===== src/rtl/video_pkg.sv =====
// Shared definitions for the video output path: default 800x480 timing,
// controller state encoding and the packed pixel type.
package video_pkg;

    localparam int unsigned DEFAULT_HDISP  = 32'd800;
    localparam int unsigned DEFAULT_HFP    = 32'd40;
    localparam int unsigned DEFAULT_HPULSE = 32'd48;
    localparam int unsigned DEFAULT_HBP    = 32'd40;
    localparam int unsigned DEFAULT_VDISP  = 32'd480;
    localparam int unsigned DEFAULT_VFP    = 32'd13;
    localparam int unsigned DEFAULT_VPULSE = 32'd3;
    localparam int unsigned DEFAULT_VBP    = 32'd29;

    typedef enum logic [0:0] {
        WAIT_FILL = 1'b0,
        RUN       = 1'b1
    } vga_state_t;

    typedef struct packed {
        logic [7:0] r;
        logic [7:0] g;
        logic [7:0] b;
    } rgb_t;

    localparam rgb_t RGB_BLACK = 24'h000000;

    // True when v lies in the half-open window [lo, lo+len).
    function automatic logic in_span(input int unsigned v,
                                     input int unsigned lo,
                                     input int unsigned len);
        return (v >= lo) && (v < (lo + len));
    endfunction

endpackage


===== src/rtl/vga_timing_gen.sv =====
// Pixel-clock raster generator: waits for the pixel FIFO to fill once, then
// free-runs the raster, popping one pixel per active position.
module vga_timing_gen
    import video_pkg::*;
#(
    parameter int unsigned HDISP  = DEFAULT_HDISP,
    parameter int unsigned HFP    = DEFAULT_HFP,
    parameter int unsigned HPULSE = DEFAULT_HPULSE,
    parameter int unsigned HBP    = DEFAULT_HBP,
    parameter int unsigned VDISP  = DEFAULT_VDISP,
    parameter int unsigned VFP    = DEFAULT_VFP,
    parameter int unsigned VPULSE = DEFAULT_VPULSE,
    parameter int unsigned VBP    = DEFAULT_VBP
) (
    input  logic        pixel_clk,
    input  logic        pixel_rst_n,
    input  logic [23:0] fifo_rdata,
    input  logic        fifo_empty,
    input  logic        fifo_wfull,
    output logic        fifo_read,
    output logic        video_hs,
    output logic        video_vs,
    output logic        video_de,
    output logic [23:0] video_rgb,
    output logic        frame_start,
    output logic        underflow
);

    localparam int unsigned H_TOTAL      = HDISP + HFP + HPULSE + HBP;
    localparam int unsigned V_TOTAL      = VDISP + VFP + VPULSE + VBP;
    localparam int unsigned HW           = $clog2(H_TOTAL);
    localparam int unsigned VW           = $clog2(V_TOTAL);
    localparam logic [HW-1:0] H_LAST     = HW'(H_TOTAL - 32'd1);
    localparam logic [VW-1:0] V_LAST     = VW'(V_TOTAL - 32'd1);
    localparam logic [HW-1:0] H_ZERO     = {HW{1'b0}};
    localparam logic [VW-1:0] V_ZERO     = {VW{1'b0}};
    localparam int unsigned H_SYNC_START = HDISP + HFP;
    localparam int unsigned V_SYNC_START = VDISP + VFP;

    vga_state_t    state_r;
    vga_state_t    state_nxt_s;
    logic [HW-1:0] hcnt_r;
    logic [HW-1:0] hcnt_nxt_s;
    logic [VW-1:0] vcnt_r;
    logic [VW-1:0] vcnt_nxt_s;

    logic run_s;
    logic active_s;
    logic hsync_s;
    logic vsync_s;
    logic pop_s;

    logic hs_r;
    logic vs_r;
    logic de_r;
    rgb_t rgb_r;
    logic frame_start_r;
    logic underflow_r;

    logic hs_nxt_s;
    logic vs_nxt_s;
    logic de_nxt_s;
    rgb_t rgb_nxt_s;
    logic frame_start_nxt_s;
    logic underflow_nxt_s;

    // Controller next state: one-way hand-off from fill wait into free-run.
    always_comb begin
        state_nxt_s = state_r;
        case (state_r)
            WAIT_FILL: begin
                if (fifo_wfull) begin
                    state_nxt_s = RUN;
                end else begin
                    state_nxt_s = WAIT_FILL;
                end
            end
            RUN:       state_nxt_s = RUN;
            default:   state_nxt_s = WAIT_FILL;
        endcase
    end

    // Raster counters: held at the origin until running, then wrap per line/frame.
    always_comb begin
        hcnt_nxt_s = H_ZERO;
        vcnt_nxt_s = V_ZERO;
        if (state_r == RUN) begin
            if (hcnt_r == H_LAST) begin
                hcnt_nxt_s = H_ZERO;
                if (vcnt_r == V_LAST) begin
                    vcnt_nxt_s = V_ZERO;
                end else begin
                    vcnt_nxt_s = vcnt_r + VW'(1);
                end
            end else begin
                hcnt_nxt_s = hcnt_r + HW'(1);
                vcnt_nxt_s = vcnt_r;
            end
        end else begin
            hcnt_nxt_s = H_ZERO;
            vcnt_nxt_s = V_ZERO;
        end
    end

    // State and raster position registers.
    always_ff @(posedge pixel_clk) begin
        if (!pixel_rst_n) begin
            state_r <= WAIT_FILL;
            hcnt_r  <= H_ZERO;
            vcnt_r  <= V_ZERO;
        end else begin
            state_r <= state_nxt_s;
            hcnt_r  <= hcnt_nxt_s;
            vcnt_r  <= vcnt_nxt_s;
        end
    end

    assign run_s    = (state_r == RUN);
    assign active_s = run_s
                      && in_span(32'(hcnt_r), 32'd0, HDISP)
                      && in_span(32'(vcnt_r), 32'd0, VDISP);
    assign hsync_s  = in_span(32'(hcnt_r), H_SYNC_START, HPULSE);
    assign vsync_s  = in_span(32'(vcnt_r), V_SYNC_START, VPULSE);
    // The pop must be combinational so the show-ahead head advances in step with the raster.
    assign pop_s    = active_s && !fifo_empty;

    // Next video output values; an empty FIFO on an active pixel shows black and is latched.
    always_comb begin
        hs_nxt_s          = 1'b1;
        vs_nxt_s          = 1'b1;
        de_nxt_s          = 1'b0;
        rgb_nxt_s         = RGB_BLACK;
        frame_start_nxt_s = 1'b0;
        underflow_nxt_s   = underflow_r;
        if (run_s) begin
            hs_nxt_s          = ~hsync_s;
            vs_nxt_s          = ~vsync_s;
            de_nxt_s          = active_s;
            frame_start_nxt_s = (hcnt_r == H_ZERO) && (vcnt_r == V_ZERO);
            if (pop_s) begin
                rgb_nxt_s = rgb_t'(fifo_rdata);
            end else begin
                rgb_nxt_s = RGB_BLACK;
            end
            if (active_s && fifo_empty) begin
                underflow_nxt_s = 1'b1;
            end else begin
                underflow_nxt_s = underflow_r;
            end
        end else begin
            hs_nxt_s          = 1'b1;
            vs_nxt_s          = 1'b1;
            de_nxt_s          = 1'b0;
            rgb_nxt_s         = RGB_BLACK;
            frame_start_nxt_s = 1'b0;
            underflow_nxt_s   = underflow_r;
        end
    end

    // Video output registers, all one cycle behind the raster position.
    always_ff @(posedge pixel_clk) begin
        if (!pixel_rst_n) begin
            hs_r          <= 1'b1;
            vs_r          <= 1'b1;
            de_r          <= 1'b0;
            rgb_r         <= RGB_BLACK;
            frame_start_r <= 1'b0;
            underflow_r   <= 1'b0;
        end else begin
            hs_r          <= hs_nxt_s;
            vs_r          <= vs_nxt_s;
            de_r          <= de_nxt_s;
            rgb_r         <= rgb_nxt_s;
            frame_start_r <= frame_start_nxt_s;
            underflow_r   <= underflow_nxt_s;
        end
    end

    assign fifo_read   = pop_s;
    assign video_hs    = hs_r;
    assign video_vs    = vs_r;
    assign video_de    = de_r;
    assign video_rgb   = rgb_r;
    assign frame_start = frame_start_r;
    assign underflow   = underflow_r;

endmodule


===== config.mk =====
export PLATFORM = sky130hd
export DESIGN_NAME = vga_timing_gen
export DESIGN_NICKNAME = d
export VERILOG_FILES = /design/src/rtl/video_pkg.sv /design/src/rtl/vga_timing_gen.sv
export SDC_FILE = /design/constraint.sdc
export NUM_CORES = 1
export LEC_CHECK = 0
export CAP_MARGIN = 20
export CELL_PAD_IN_SITES_DETAIL_PLACEMENT = 0
export CELL_PAD_IN_SITES_GLOBAL_PLACEMENT = 1
export CORE_AREA = 3 3 84 86
export DETAILED_ROUTE_END_ITERATION = 8
export DIE_AREA = 0 0 87 89
export PLACE_DENSITY = 0.69
export RECOVER_POWER = 100
export SLEW_MARGIN = 20
export SYNTH_ARGS = -nofsm -noshare
export SYNTH_HDL_FRONTEND = slang
export SYNTH_SLANG_ARGS = --single-unit

===== constraint.sdc =====
create_clock -name pixel_clk -period 5.5 [get_ports pixel_clk]
set_clock_uncertainty 0.2 [all_clocks]
set_input_delay 0.55 -clock pixel_clk [delete_from_list [all_inputs] [get_ports pixel_clk]]
set_output_delay 0.55 -clock pixel_clk [all_outputs]
set_load 0.005 [all_outputs]

==> results of run 1 <==
-- cell families (layout without fill, tap and decap cells) --
family / Yosys count / after routing
flip-flops: 50 / 50
XOR/XNOR: 14 / 14
adder cells (fa/ha/maj): 6 / 6
buffers and inverters: 15 / 74
AND/OR/NAND/NOR: 101 / 101
AO/OA/AOI/OAI: 12 / 12
-- registers in the layout, indices dropped and copies added (netlist names) --
name         cells
frame_start      1
hcnt_r          10
run_s            1
underflow        1
vcnt_r          10
video_de         1
video_hs         1
video_rgb       24
video_vs         1
-- critical path: stages (launching register included) --
cell and delay [ns]:
dfxtp_1 0.37, nor3_1 0.24, o21ai_0 0.25, nor4b_1 0.33, dlygate4sd3_1 0.61
-- layer usage --
layer | share of wire, % | GRT usage [%] | up-vias
li1 | - | - | 786
met1 | 47 | 15.0 | 663
met2 | 37 | 14.7 | 55
met3 | 14 | 7.93 | 7
met4 | 1.6 | 4.67 | 0
met5 | 0 | 0 | -
-- path summary, 6_finish.rpt --
check,from,end,slack [ns]
max,hcnt_r[7],fifo_read,2.65
min,hcnt_r[0],hcnt_r[0],0.29
max reg2reg,hcnt_r[8],vcnt_r[7],2.84
min reg2reg,hcnt_r[0],hcnt_r[0],0.29
-- synth_stat cells, drive strengths merged --
library cell  number
a21oi              2
nand2             12
a22o               1
clkbuf             6
nor3               5
o21a               1
inv                8
nor2              20
a41o               1
ha                 6
nand3             10
or4                2
or3                4
nor4               9
and3               2
o2111ai            1
dfxtp             50
and4b              1
o21ai              4
xnor2             12
nor2b              1
xor2               2
buf                1
nand4bb            1
o31ai              2
nand4              7
nor4b              2
and2              25
-- power by group through the flow --
stage	clock network, W	logic [W]	registers (W)
3_3_place_gp	0	0.0000433	0.000379
2_1_floorplan	0	0.00000948	0.000379
3_5_place_dp	0	0.0000429	0.000379
4_1_cts	0.000281	0.0000431	0.000371
5_1_grt	0.000294	0.0000442	0.000371
6_report	0.000271	0.0000398	0.000370
-- cell type report --
| cell class | instances | area share [%] |
|---|---|---|
| clock inverter | 3 | 1.79 |
| multi-input combinational | 133 | 31.6 |
| timing repair buffer | 58 | 21.6 |
| sequential | 50 | 37.6 |
| tap | 77 | 3.62 |
| clock buffer | 5 | 2.59 |
| inverter | 8 | 1.13 |
-- cell usage in the layout, fill, tap and decap left out, types with 2 or more instances in the layout --
cell type / Yosys / routed
nor4_1: 9 / 8
xnor2_1: 12 / 12
dfxtp_1: 50 / 50
clkdlybuf4s50_1: 0 / 26
inv_1: 8 / 8
nor3_1: 5 / 5
or3_1: 4 / 4
nor4b_1: 2 / 2
o21ai_0: 3 / 4
and3_1: 2 / 2
dlygate4sd3_1: 0 / 31
nand2_1: 12 / 12
nor2_1: 20 / 20
xor2_1: 2 / 2
inv_6: 0 / 2
and2_1: 25 / 13
and2_0: 0 / 12
nand4_1: 6 / 7
clkbuf_8: 0 / 5
ha_1: 6 / 6
nand3_1: 10 / 10
o31ai_1: 2 / 2
-- stage by stage --
stage                     util [%]  hold WS [ns]  worst slack (ns)
after CTS                     42.1         0.291              2.63
final                         41.9         0.289              2.65
after global placement        40.3         0.252              2.93
after floorplan                  -         0.241              3.32
after detailed placement      40.3         0.273              2.91
after global routing          41.9         0.321              2.44
==> reports/results.tsv, run 1 <==
stage	metric	value	unit
layout	# diodes	0	
pwr	part of the power in registers	54.4	%
clock_network	CTS tree	done	
grt	vias in the first global route	1443	
yosys	Yosys cell types	31	
clock_network	CTS Hold Bufs	0	
layout	layout cells sized above 1	4.28	%
worst_setup_path	Data arrival, critical path	2.10	ns
yosys	Compound-Gate Fraction of Synth Area	4.40	%
timing	unrepaired setup endpoints after global routing	false	
die	Row Count	29	
layout	Design Area, Final	2660	um2
clock_network	root buffer cell	clkbuf_8	
yosys	area share of and/or/nand/nor cells after synthesis	29.6	%
layout	non-filler cells, final	334	
run_status	outcome	finished, final reports clean	
yosys	ranking of synthesized cells by area	dfxtp_1 53%, and2_1 8.2%, xnor2_1 5.5%, ha_1 3.9%, nor2_1 3.9%	
yosys	Seq cells post-synth	50	
yosys	sequential fraction of the synthesis area	52.6	%
worst_setup_path	Worst Reg-to-Reg Cells	4	
layout	# fillers	635	
clock_network	clk sinks	50	
layout	nets	290	
drt	Starting DRT DRC Count	65	
yosys	Post-Syn Area	1900	um2
drt	drt via density	4.52	
timing	Final Hold Vio Count	0	
timing	actual transition at the worst max-transition pin	0.998	ns
drt	Antenna Nets Post-Route	0	
pwr	Gate power share	5.8	%
pwr	Clk pwr share	39.8	%
die	starting density of the core	30.0	%
timing	Slew Viols, Final	0	
flow_run	max_cap viols	0	
die	Ports	58	
die	Core ar.	6350	um2
yosys	Post-Syn Nets	232	
placed_design	placed cells	326	
drt	final wirelength	4080	um
yosys	post-synthesis mux area share	0	%
yosys	Synth top area share	52.6	%
placed_design	I/O Buffers	57	
clock_network	clock-pin slew on the worst setup and hold paths	0.10	ns
clock_network	# Post-CTS Setup Buffers	0	
grt	largest net degree at the start of global routing	25	
pwr	Int Pwr	0.000534	W
worst_setup_path	Critical Path Start Type	flip-flop	
grt	All-Layer GR Usage	11.6	%
timing	Max-slew headroom	32.8	%
timing	setup violators final	0	
placed_design	GPL Wtd Cong	0.765	
timing	Setup TNS Final	0	ns
layout	FF+latch area	1000	um2
clock_network	Skew-Pair Late Insertion Delay	0.31	ns
clock_network	# resized after CTS	0	
pwr	switching power	0.000147	W
yosys	cell count after synthesis	198	
die	die height	89	um
worst_setup_path	Setup Crit Path Kind	reg -> out	
timing	Period minus WS final	2.85	ns
timing	Tcrit/Tclk final	51.9	%
yosys	count of warnings emitted by yosys	0	
drt	WL per Instance	12.2	um
yosys	largest family of logic cells by synthesized area	simple AND/OR/NAND/NOR gates	
pwr	pwr dens	256	nW/um2
die	die area	7740	um2
clock_network	Clock Path Buffers	2	
worst_setup_path	Max FO, Critical Path	6	
layout	Area Overhead vs Synth	39.7	%
grt	first-pass GRT wire length	6870	um
hold_path	worst min path class	reg -> reg	
pwr	switch share	21.5	%
yosys	adder-cell share of the synthesized area	3.94	%
drt	via count	1511	
yosys	post-synthesis xor/xnor area fraction	6.44	%
drt	DR pass1 iterations	4	
die	width of the chip	87	um
clock_network	H-Tree Depth	2	
drt	Post-route DRC	0	
worst_setup_path	Worst EP required	4.75	ns
yosys	Yosys top cell by area	dfxtp_1	
pwr	Peak supply drop	0.143	mV
clock_network	cts bufs inserted	5	
worst_setup_path	Worst setup EP type	output port	
grt	initial antenna violation count	0	
layout	area of the multi-input gates	841	um2
hold_path	Hold Crit Depth	1	
timing	maximum clock frequency	351	MHz
pwr	total power	0.000681	W
placed_design	Placed Area	2560	um2
yosys	Avg Inst Size Synth	9.61	um2
grt	GR Overflow Total	0	
pwr	Leakage	0.999	nW
placed_design	post-DP HPWL	3010	um
No activity file was read; power rests on OpenSTA's default activity.
==> run 2, diff against run 1 <==
==> constraint.sdc (replaced) <==
create_clock -name pixel_clk -period 2.9 [get_ports pixel_clk]
set_clock_uncertainty 0.2 [all_clocks]
set_input_delay 0.29 -clock pixel_clk [delete_from_list [all_inputs] [get_ports pixel_clk]]
set_output_delay 0.29 -clock pixel_clk [all_outputs]
set_load 0.005 [all_outputs]
==> run 2 against run 1 <==
Effect of this change: register-to-register slack got worse by 2.5 ns; power up 72%; critical path depth did not move; non-clock buffer count increased by 1; sequential share of layout area up 0.38 points; highest routed layer unchanged; global-route usage increased by 0.20 points; count of clock-buffer cells in the layout is the same; via count increased by 2.1%; largest power group unchanged; combinational power grew 89%.
==> reports/results.tsv, run 2 (synthesized netlist as in run 1, its figures left out) <==
stage	metric	value	unit	change
clock_network	CTS tree	done		unchanged
pwr	Gate power share	6.4	%	was 5.8%
drt	DR pass1 iterations	4		unchanged
die	width of the chip	87	um	unchanged
die	starting density of the core	30.0	%	unchanged
placed_design	GPL Wtd Cong	0.834		was 0.765
clock_network	Clock Path Buffers	2		unchanged
pwr	Peak supply drop	0.225	mV	was 0.143 mV
worst_setup_path	Critical Path Start Type	flip-flop		unchanged
pwr	Leakage	0.990	nW	was 0.999 nW
pwr	switch share	21.9	%	was 21.5%
drt	final wirelength	4180	um	was 4080 um
pwr	Clk pwr share	33.8	%	was 39.8%
placed_design	pre-CTS worst setup slack	0.596	ns	was 2.91 ns
grt	GR Overflow Total	0		unchanged
layout	# diodes	0		unchanged
placed_design	I/O Buffers	57		unchanged
timing	Hold Worst Slack	0.284	ns	was 0.289 ns
clock_network	cts bufs inserted	5		unchanged
drt	via count	1542		was 1511
timing	Final Hold Vio Count	0		unchanged
die	Ports	58		unchanged
layout	commonest cells after routing, fill and taps aside	50 x dfxtp_1, 31 x dlygate4sd3_1, 26 x clkdlybuf4s50_1		unchanged
layout	FF+latch area	1000	um2	unchanged
grt	largest net degree at the start of global routing	25		unchanged
clock_network	CTS Hold Bufs	0		unchanged
run_status	outcome	finished, final reports clean		unchanged
pwr	Int Pwr	0.000917	W	was 0.000534 W
timing	worst setup margin	0.275	ns	was 2.65 ns
pwr	switching power	0.000257	W	was 0.000147 W
drt	drt via density	4.62		was 4.52
layout	nets	291		was 290
clock_network	# Post-CTS Setup Buffers	0		unchanged
clock_network	H-Tree Depth	2		unchanged
flow_run	max_cap viols	0		unchanged
timing	unrepaired setup endpoints after global routing	false		unchanged
die	die height	89	um	unchanged
grt	All-Layer GR Usage	11.8	%	was 11.6%
timing	Setup TNS Final	0	ns	unchanged
layout	# fillers	642		was 635
clock_network	root buffer cell	clkbuf_8		unchanged
worst_setup_path	Worst EP required	2.41	ns	was 4.75 ns
die	Row Count	29		unchanged
timing	actual transition at the worst max-transition pin	0.882	ns	was 0.998 ns
layout	Area Overhead vs Synth	38.3	%	was 39.7%
drt	Post-route DRC	0		unchanged
timing	Max-slew headroom	40.6	%	was 32.8%
clock_network	clock-pin slew on the worst setup and hold paths	0.09	ns	was 0.10 ns
pwr	pwr dens	446	nW/um2	was 256 nW/um2
timing	Tcrit/Tclk final	90.5	%	
worst_setup_path	Setup Crit Path Kind	reg -> out		unchanged
drt	Starting DRT DRC Count	62		was 65
hold_path	worst min path class	reg -> reg		unchanged
layout	area of the multi-input gates	841	um2	unchanged
layout	commonest non-fill, non-tap cell in the layout	dfxtp_1		unchanged
pwr	part of the power in registers	59.8	%	was 54.4%
worst_setup_path	Worst setup EP type	output port		unchanged
layout	layout cells sized above 1	4.28	%	unchanged
worst_setup_path	Data arrival, critical path	2.14	ns	was 2.10 ns
timing	maximum clock frequency	381	MHz	
layout	max reg flops	24		unchanged
drt	Antenna Nets Post-Route	0		unchanged
die	die area	7740	um2	unchanged
drt	WL per Instance	12.5	um	was 12.2 um
clock_network	Skew-Pair Late Insertion Delay	0.30	ns	was 0.31 ns
die	Core ar.	6350	um2	unchanged
grt	first-pass GRT wire length	6940	um	was 6870 um
grt	vias in the first global route	1513		was 1443
placed_design	post-DP HPWL	3110	um	was 3010 um
timing	setup violators final	0		unchanged
clock_network	# resized after CTS	0		unchanged
timing	Slew Viols, Final	0		unchanged
timing	Period minus WS final	2.63	ns	
grt	initial antenna violation count	0		unchanged
clock_network	clk sinks	50		unchanged
pwr	total power	0.00117	W	was 0.000681 W
worst_setup_path	Max FO, Critical Path	6		unchanged
[run 2: cell count changes in the layout (fill, tap and decap cells not counted), sizes merged]
cell	delta
buf	+1
bufinv	-1
clkinv	+1
inv	-1
[run 2: layout make-up]
cell class | instances | area share, %
Timing Repair Buffer | 59 | 22.1
Inverter | 8 | 1.14
Sequential cell | 50 | 38.0
Multi-Input combinational cell | 133 | 31.9
Clock buffer | 5 | 2.61
Clock inverter | 2 | 0.523
Tap cell | 77 | 3.66
[run 2: worst paths after layout]
path	cells past startpoint	from	slack (ns)	endpoint
max	4	hcnt_r[7]	0.27	fifo_read
max reg2reg	4	hcnt_r[5]	0.36	vcnt_r[7]
min	1	underflow	0.28	underflow
min reg2reg	1	underflow	0.28	underflow
[run 2: stage by stage]
stage	utilization, %	area, um2	std cells
5_1_grt	41.5	2630	334
6_report	41.5	2630	334
2_1_floorplan	-	1900	198
4_1_cts	41.7	2650	334
3_3_place_gp	40.4	2560	327
3_5_place_dp	40.4	2560	327
[run 2: metal layers]
layer	wire (um)	vias up	GRT usage, %
li1	-	789	-
met1	1810	676	13.9
met2	1630	68	16.3
met3	648	9	7.93
met4	94	0	5.67
met5	0	-	0
[run 2: power by group through the flow]
| stage | sequential [W] | clock (W) | combinational (W) |
|---|---|---|---|
| after floorplan | 0.000720 | 0 | 0.0000180 |
| after global placement | 0.000718 | 0 | 0.0000828 |
| after detailed placement | 0.000719 | 0 | 0.0000816 |
| after CTS | 0.000703 | 0.000412 | 0.0000820 |
| after global routing | 0.000704 | 0.000439 | 0.0000843 |
| final | 0.000702 | 0.000396 | 0.0000753 |
[run 2: critical path: stages, from the launching register on]
cell           delay, ns
dfxtp_1             0.38
nor3_1              0.29
o21ai_0             0.22
nor4b_1             0.31
dlygate4sd3_1       0.63
